File: config.mk
export PLATFORM = sky130hd
export DESIGN_NAME = stopwatch_ctrl
export DESIGN_NICKNAME = d
export VERILOG_FILES = /design/src/rtl/stopwatch_ctrl.sv
export SDC_FILE = /design/constraint.sdc
export NUM_CORES = 1
export LEC_CHECK = 0
export BUFFER_PORTS_ARGS = -buffer_cell sky130_fd_sc_hd__buf_2
export CORE_MARGIN = 5
export CORE_UTILIZATION = 50
export CTS_BUF_LIST = sky130_fd_sc_hd__clkbuf_8 sky130_fd_sc_hd__clkbuf_16
export DETAILED_ROUTE_END_ITERATION = 8
export PLACE_DENSITY = 0.75
export SETUP_SLACK_MARGIN = 0.5
export SYNTH_ARGS = -nofsm -noshare
export SYNTH_HDL_FRONTEND = slang
export SYNTH_SLANG_ARGS = --single-unit
File: constraint.sdc
create_clock -name clk -period 5.95 [get_ports clk]
set_input_delay 0.2975 -clock clk [delete_from_list [all_inputs] [get_ports clk]]
set_output_delay 0.2975 -clock clk [all_outputs]
set_load 0.02 [all_outputs]
File: src/rtl/stopwatch_ctrl.sv
// Stopwatch sequencer: debouncer tick, centisecond enable, run/pause/lap/clear FSM.
// Optional STOPWATCH_AUTOSTOP_EN adds max_reached and pauses at counter maximum.
module stopwatch_ctrl #(
    parameter int CLK_HZ  = 50000000,
    parameter int TICK_HZ = 1000,
    parameter int CS_DIV  = 10
) (
    input  logic       clk,
    input  logic       rst_n,
    input  logic       btn_start_n,
    input  logic       btn_lap_n,
    input  logic       btn_clr_n,
`ifdef STOPWATCH_AUTOSTOP_EN
    input  logic       max_reached,
`endif
    output logic       db_clk_en,
    output logic       cnt_en,
    output logic       cnt_clr,
    output logic       lap_load,
    output logic       disp_sel,
    output logic [1:0] state,
    output logic       running
);

    localparam int PRE_DIV = CLK_HZ / TICK_HZ;
    localparam int PRE_W   = (PRE_DIV > 1) ? $clog2(PRE_DIV) : 1;
    localparam int CS_W    = (CS_DIV > 1) ? $clog2(CS_DIV) : 1;
    localparam logic [PRE_W-1:0] PRE_MAX = PRE_W'(PRE_DIV - 1);
    localparam logic [CS_W-1:0]  CS_MAX  = CS_W'(CS_DIV - 1);

    typedef enum logic [1:0] {
        S_IDLE  = 2'b00,
        S_RUN   = 2'b01,
        S_PAUSE = 2'b10,
        S_LAP   = 2'b11
    } state_t;

    state_t            r_state, w_state_nxt;
    logic [PRE_W-1:0]  r_pre;
    logic [CS_W-1:0]   r_div;
    logic [2:0]        r_btn, r_hist, r_arm;   // bit 0 start, 1 lap, 2 clr
    logic              r_cnt_clr, r_lap_load;
    logic [2:0]        w_btn, w_press;
    logic              w_tick, w_run, w_max, w_stop, w_div_adv, w_div_clr;
    logic              w_cnt_clr_nxt, w_lap_load_nxt;

`ifdef STOPWATCH_AUTOSTOP_EN
    assign w_max = max_reached;
`else
    assign w_max = 1'b0;
`endif

    assign w_btn     = {btn_clr_n, btn_lap_n, btn_start_n};
    // A button only counts once it has been seen released since reset,
    // so one held through reset release never looks like a falling edge.
    assign w_press   = r_arm & r_hist & ~r_btn;
    assign w_tick    = (r_pre == PRE_MAX);
    assign w_run     = r_state[0];
    assign w_stop    = w_run & w_max;
    assign w_div_adv = w_run & w_tick & ~w_max;

    always_ff @(posedge clk or negedge rst_n) begin
        if (!rst_n) begin
            r_pre <= '0;
        end else if (w_tick) begin
            r_pre <= '0;
        end else begin
            r_pre <= r_pre + 1'b1;
        end
    end

    always_ff @(posedge clk or negedge rst_n) begin
        if (!rst_n) begin
            r_btn  <= 3'b111;
            r_hist <= 3'b111;
            r_arm  <= 3'b000;
        end else begin
            r_btn  <= w_btn;
            r_hist <= r_btn;
            r_arm  <= r_arm | w_btn;
        end
    end

    always_comb begin
        w_state_nxt    = r_state;
        w_cnt_clr_nxt  = 1'b0;
        w_lap_load_nxt = 1'b0;
        case (r_state)
            S_IDLE: begin
                if (w_press[2])      w_cnt_clr_nxt = 1'b1;
                else if (w_press[0]) w_state_nxt   = S_RUN;
            end
            S_RUN: begin
                if (w_press[0]) begin
                    w_state_nxt = S_PAUSE;
                end else if (w_press[1]) begin
                    w_state_nxt    = S_LAP;
                    w_lap_load_nxt = 1'b1;
                end
            end
            S_LAP: begin
                if (w_press[0])      w_state_nxt    = S_PAUSE;
                else if (w_press[1]) w_lap_load_nxt = 1'b1;
            end
            S_PAUSE: begin
                if (w_press[2]) begin
                    w_state_nxt   = S_IDLE;
                    w_cnt_clr_nxt = 1'b1;
                end else if (w_press[0] && !w_max) begin
                    w_state_nxt = S_RUN;
                end
            end
            default: w_state_nxt = S_IDLE;
        endcase
        if (w_stop) begin
            w_state_nxt    = S_PAUSE;
            w_lap_load_nxt = 1'b0;
        end
    end

    // Fresh start or clear restarts the sub-centisecond phase; pause keeps it.
    assign w_div_clr = w_cnt_clr_nxt | ((r_state == S_IDLE) && (w_state_nxt == S_RUN));

    always_ff @(posedge clk or negedge rst_n) begin
        if (!rst_n) begin
            r_state    <= S_IDLE;
            r_cnt_clr  <= 1'b0;
            r_lap_load <= 1'b0;
        end else begin
            r_state    <= w_state_nxt;
            r_cnt_clr  <= w_cnt_clr_nxt;
            r_lap_load <= w_lap_load_nxt;
        end
    end

    always_ff @(posedge clk or negedge rst_n) begin
        if (!rst_n) begin
            r_div <= '0;
        end else if (w_div_clr) begin
            r_div <= '0;
        end else if (w_div_adv) begin
            r_div <= (r_div == CS_MAX) ? '0 : r_div + 1'b1;
        end
    end

    assign db_clk_en = w_tick;
    assign cnt_en    = w_div_adv & (r_div == CS_MAX);
    assign cnt_clr   = r_cnt_clr;
    assign lap_load  = r_lap_load;
    assign disp_sel  = (r_state == S_LAP);
    assign state     = r_state;
    assign running   = w_run;

endmodule

# Yosys cells after proc, flatten, opt, wreduce, memory -nomap -nowiden

Index checks and enable logic that the tools add are counted.

Register bits: 33
Input bits: 5
Logic and storage cells: 44

$add $sub $neg: 2
Equality and inequality tests: 6
Mux-type cells: 16
Bitwise gates (word level): 7
Reductions and logical operators: 5

Operators by type and width:

| cell                                                             | number |
|---|---|
| 16-bit by 1-bit adder with 16-bit output (second input constant) | 1 |
| 16-bit == test (second input constant)                           | 1 |
| 16-bit 2-to-1 mux                                                | 1 |
| 2-bit 2-to-1 mux                                                 | 6 |
| 4-bit 2-to-1 mux                                                 | 3 |
| 2-bit one-hot mux with 4 select lines                            | 1 |
| 3-bit AND                                                        | 2 |
| 1-bit 2-to-1 mux                                                 | 5 |
| 4-bit by 1-bit adder with 4-bit output (second input constant)   | 1 |
| 2-bit by 1-bit == test with 1-bit output (second input constant) | 2 |
| 2-bit == test (second input constant)                            | 2 |
| 4-bit == test (second input constant)                            | 1 |
| 2-bit OR reduction                                               | 2 |
| 3-bit inverter                                                   | 1 |
| 3-bit OR                                                         | 1 |
| 1-bit AND                                                        | 2 |
| 2-bit logical NOT                                                | 1 |
| 2-bit nonzero test                                               | 1 |
| 1-bit logical AND                                                | 1 |
| 1-bit OR                                                         | 1 |

# Logic depth before layout (Yosys ltp)

Depth after elaboration: 9
Gate-level depth with buffers: 6
Depth with buffers taken out: 6

# Worst setup path before layout

OpenSTA, ideal clock, no wires.

Path kind: register -> output
From: reg r_pre[13]
To: out cnt_en
Arrival time: 2.033 ns
Data required time: 5.653 ns
Path slack: 3.620 ns
Stages on the path, launching flop included: 5
Cells stage by stage: dfrtp_1 > or4b_1 > or4_1 > clkbuf_2 > nor3_1

Word-level cells in the longest chain between the ends: 3

RTL lines:

| what                   | RTL line | text |
|---|---|---|
| start, declared        | 39       | `logic [PRE_W-1:0] r_pre;` |
| start signal, assigned | 68       | `r_pre <= r_pre + 1'b1;` |
| 16-bit == test         | 57       | `assign w_tick = (r_pre == PRE_MAX);` |
| 1-bit AND              | 60       | `assign w_div_adv = w_run & w_tick & ~w_max;` |
| 1-bit AND              | 147      | `assign cnt_en = w_div_adv & (r_div == CS_MAX);` |
| end, declared          | 17       | `output logic cnt_en,` |

Every way passes these cells.

# Worst setup path in the final report

From: reg r_pre[13]
To: out db_clk_en

Word-level cells in the longest chain between the ends: 1

RTL lines:

| what           | RTL line | text |
|---|---|---|
| 16-bit == test | 57       |  |
| end, declared  | 16       | `output logic db_clk_en,` |

Every way passes these cells.

==> summary.txt <==
Detailed routing
  – # DRC: 0
  – Initial DRC Count: 62
  – Vias per Instance: 5.509
  – Routed Antenna Nets: 0
  – Vias: 964
  – DR pass1 iterations: 4
  – Total Wirelength: 2545 um
  – Drt wl/cell: 14.54 um

Clock network
  – Setup Buffers After CTS: 0
  – Worst skew pair latency: 280 ps
  – Hold-fix buffers, CTS: 0
  – H-tree levels: 2
  – Post-cts resize count: 0
  – Clk pin slew, worst setup/hold paths: 60 ps
  – CTS tree: yes
  – CTS buffer count: 5
  – Clock tree buffer depth: 2
  – TritonCTS sink count: 33
  – CTS root buf: clkbuf_8

Finish
  – Layout cell share with drive strength beyond 1: 19.44%
  – Fin area: 0.001605 mm2
  – Post-route insts no fill: 175
  – Synth-to-layout area growth: 12.64%
  – Fill count: 233
  – Layout net count: 151
  – Commonest non-fill, non-tap cell in the layout: dfrtp_1
  – Post-Route Utilization: about three fifths
  – Most frequent cells in the layout: 27 x dfrtp_1, 12 x buf_2, 10 x nor2_1
  – Antenna Cells: 0

Power and ir drop
  – Static leakage: 0.7611 nW
  – Combinational fraction of design power: 6.8%
  – VDD IR max: 0.2130 mV
  – Sw Ratio: 23.44%
  – Clock power frac: 38.3%
  – Power per cell area: approximately 270 mW/mm2
  – NetSw: 0.1017 mW
  – Overall Power: ~0.43 mW
  – Part of the power in registers: a little over half
  – Int Pwr: approximately 0.33 mW

Floorplanning
  – Die area: 0.004018 mm2
  – Die Height: 63.39 um
  – Initial core utilization: 52.13%
  – Core Box Area: 0.002734 mm2
  – I/O Pins: 13
  – Die W: 63.39 um
  – Row count: 19

Timing
  – Worst clock skew: 4.088 ps
  – Max_slew headroom: roughly 30%
  – Setup_tns: 0 ps
  – Slew at the pin closest to its max-slew limit: 1038 ps
  – RSZ-0062 raised after global routing: false
  – Setup slack after layout: 3070 ps
  – Slew Limit Fails: 0
  – Final Setup Violations: 0
  – Final period util: between 40% and 50%
  – F_max: 347.3 MHz
  – Fin. Hold Viols: 0
  – Final Critical Period: 2880 ps
  – Worst Hold Margin: 60.07 ps

Yosys
  – Complex-gate fraction of the synthesized area: 7.287%
  – Post-synthesis simple-gate area fraction: 22.56%
  – Post-synthesis cell count: between 100 and 150
  – Mapped Nets: 134
  – Largest family of logic cells by synthesized area: simple AND/OR/NAND/NOR gates
  – Synth top area share: 47.41%
  – Register area share after synthesis: between 50% and 60%
  – Area share of fa/ha/maj cells after synthesis: 2.634%
  – Mapped cell area: 0.001425 mm2
  – Mux cell area share after synthesis: 0%
  – Unique masters post-synth: 34
  – Synth area leaders: dfrtp_1 47%, dfstp_2 11%, xor2_1 4.9%
  – Prevailing post-synth register cell: dfrtp_1
  – Xor/xnor cell area share of the yosys netlist: 7.375%
  – Post-synthesis sequential element count: 33
  – EDFF count, synth: 0
  – Post-synth top area cell: dfrtp_1
  – Syn. warnings: 0
  – Ys async rst share: between 90% and 100%
  – Avg Cell Area, Syn: between 10 and 15 um2

Place
  – Final GP Congestion: 0.8451
  – Port Buffers: 12
  – Hpwl dp: 1798 um
  – Placed inst area: 0.001515 mm2
  – Cell count after placement: ~170
  – Dpl ws: 3366 ps

Min path
  – Hold Crit Class: in2async

Setup path
  – Critical Path AT: 2580 ps
  – Required time worst endpoint: 5650 ps
  – CP max FO: 7
  – R2R setup slack: approximately 3500 ps
  – CP Launch Type: flop
  – Setup CP Type: reg2out
  – RR Startpoint: r_pre[13]$_DFF_PN0_
  – CP endpoint kind: output pin
  – R2r endpoint: r_div[1]$_DFFE_PN0P_
  – R2R depth: 4

Global route
  – Total global-route track usage: between 10% and 20%
  – First-pass GRT wire length: around 4500 um
  – Largest net degree at the start of global routing: 34
  – Antenna violations before repair: 0
  – Vias in the first global route: between 900 and 1000
  – Global route overflow: 0

Run
  – MaxCap Viol Count: 0

Status
  – Status: finished, final reports clean
logic make-up after synthesis:
logic type,Yosys count
xor gates and xnor gates,12
AOI/OAI and AO/OA,18
adders and majority gates,3
DFF,33
and+or+nand+nor,55
buffers and inverters,5
synth_stat cells, types with 2 or more instances:
| cell | count |
|---|---|
| xor2_1 | 8 |
| nand3_1 | 4 |
| or3_1 | 3 |
| ha_1 | 3 |
| o21ai_0 | 7 |
| and3_1 | 3 |
| nor2_1 | 10 |
| dfrtp_1 | 27 |
| nand2_1 | 8 |
| or2_2 | 3 |
| a21o_1 | 3 |
| and4_1 | 3 |
| a21oi_1 | 6 |
| nor3_1 | 4 |
| xnor2_1 | 4 |
| dfstp_2 | 6 |
| or4bb_1 | 2 |
| nand4_1 | 4 |
| inv_1 | 2 |
| or4_1 | 2 |
critical path: stages (launching register included):
cell     delay (ps)
dfrtp_1         410
or4b_1          540
nor4_1          900
buf_4           270
buf_2           170
power groups by stage:
stage / combinational, mW / sequential (mW) / clock (mW)
global route: 0.0327 / 0.239 / 0.187
finish: 0.0295 / 0.238 / 0.166
floorplan: 0.0132 / 0.246 / 0
detailed placement: 0.0302 / 0.242 / 0
CTS: 0.0302 / 0.238 / 0.173
global placement: 0.0299 / 0.242 / 0
registers in the layout, summed over array words and instances (netlist names):
name	cells
r_btn	3
r_arm	3
r_div	4
r_hist	3
cnt_clr	1
lap_load	1
state	2
r_pre	16
area by class of cell:
cell class / count / area, um2 / area share (%)
multi-input combinational: 88 / 568.0 / 35.39
clock buffer: 6 / 82.58 / 5.144
timing repair buffer: 13 / 67.56 / 4.209
sequential: 33 / 833.3 / 51.91
tap: 31 / 38.79 / 2.416
clock inverter: 2 / 7.507 / 0.4677
inverter: 2 / 7.507 / 0.4677
worst max-delay path by stage:
stage,startpoint,to,slack (ps),depth (start not counted)
4_1_cts,r_pre[13]$_DFF_PN0_,db_clk_en,3040,4
5_1_grt,r_pre[13]$_DFF_PN0_,db_clk_en,2900,4
3_3_place_gp,r_pre[13]$_DFF_PN0_,db_clk_en,3430,4
3_5_place_dp,r_pre[13]$_DFF_PN0_,db_clk_en,3370,4
6_report,r_pre[13]$_DFF_PN0_,db_clk_en,3070,4
2_1_floorplan,r_pre[13]$_DFF_PN0_,cnt_en,3620,4
layer usage:
layer	GRT usage (%)	up-vias	share of wire (%)
li1	-	477	-
met1	19.61	464	50
met2	19.80	17	43
met3	6.572	6	5.1
met4	7.013	0	2.2
met5	0	-	0
Power figures use the tool's default switching activity.
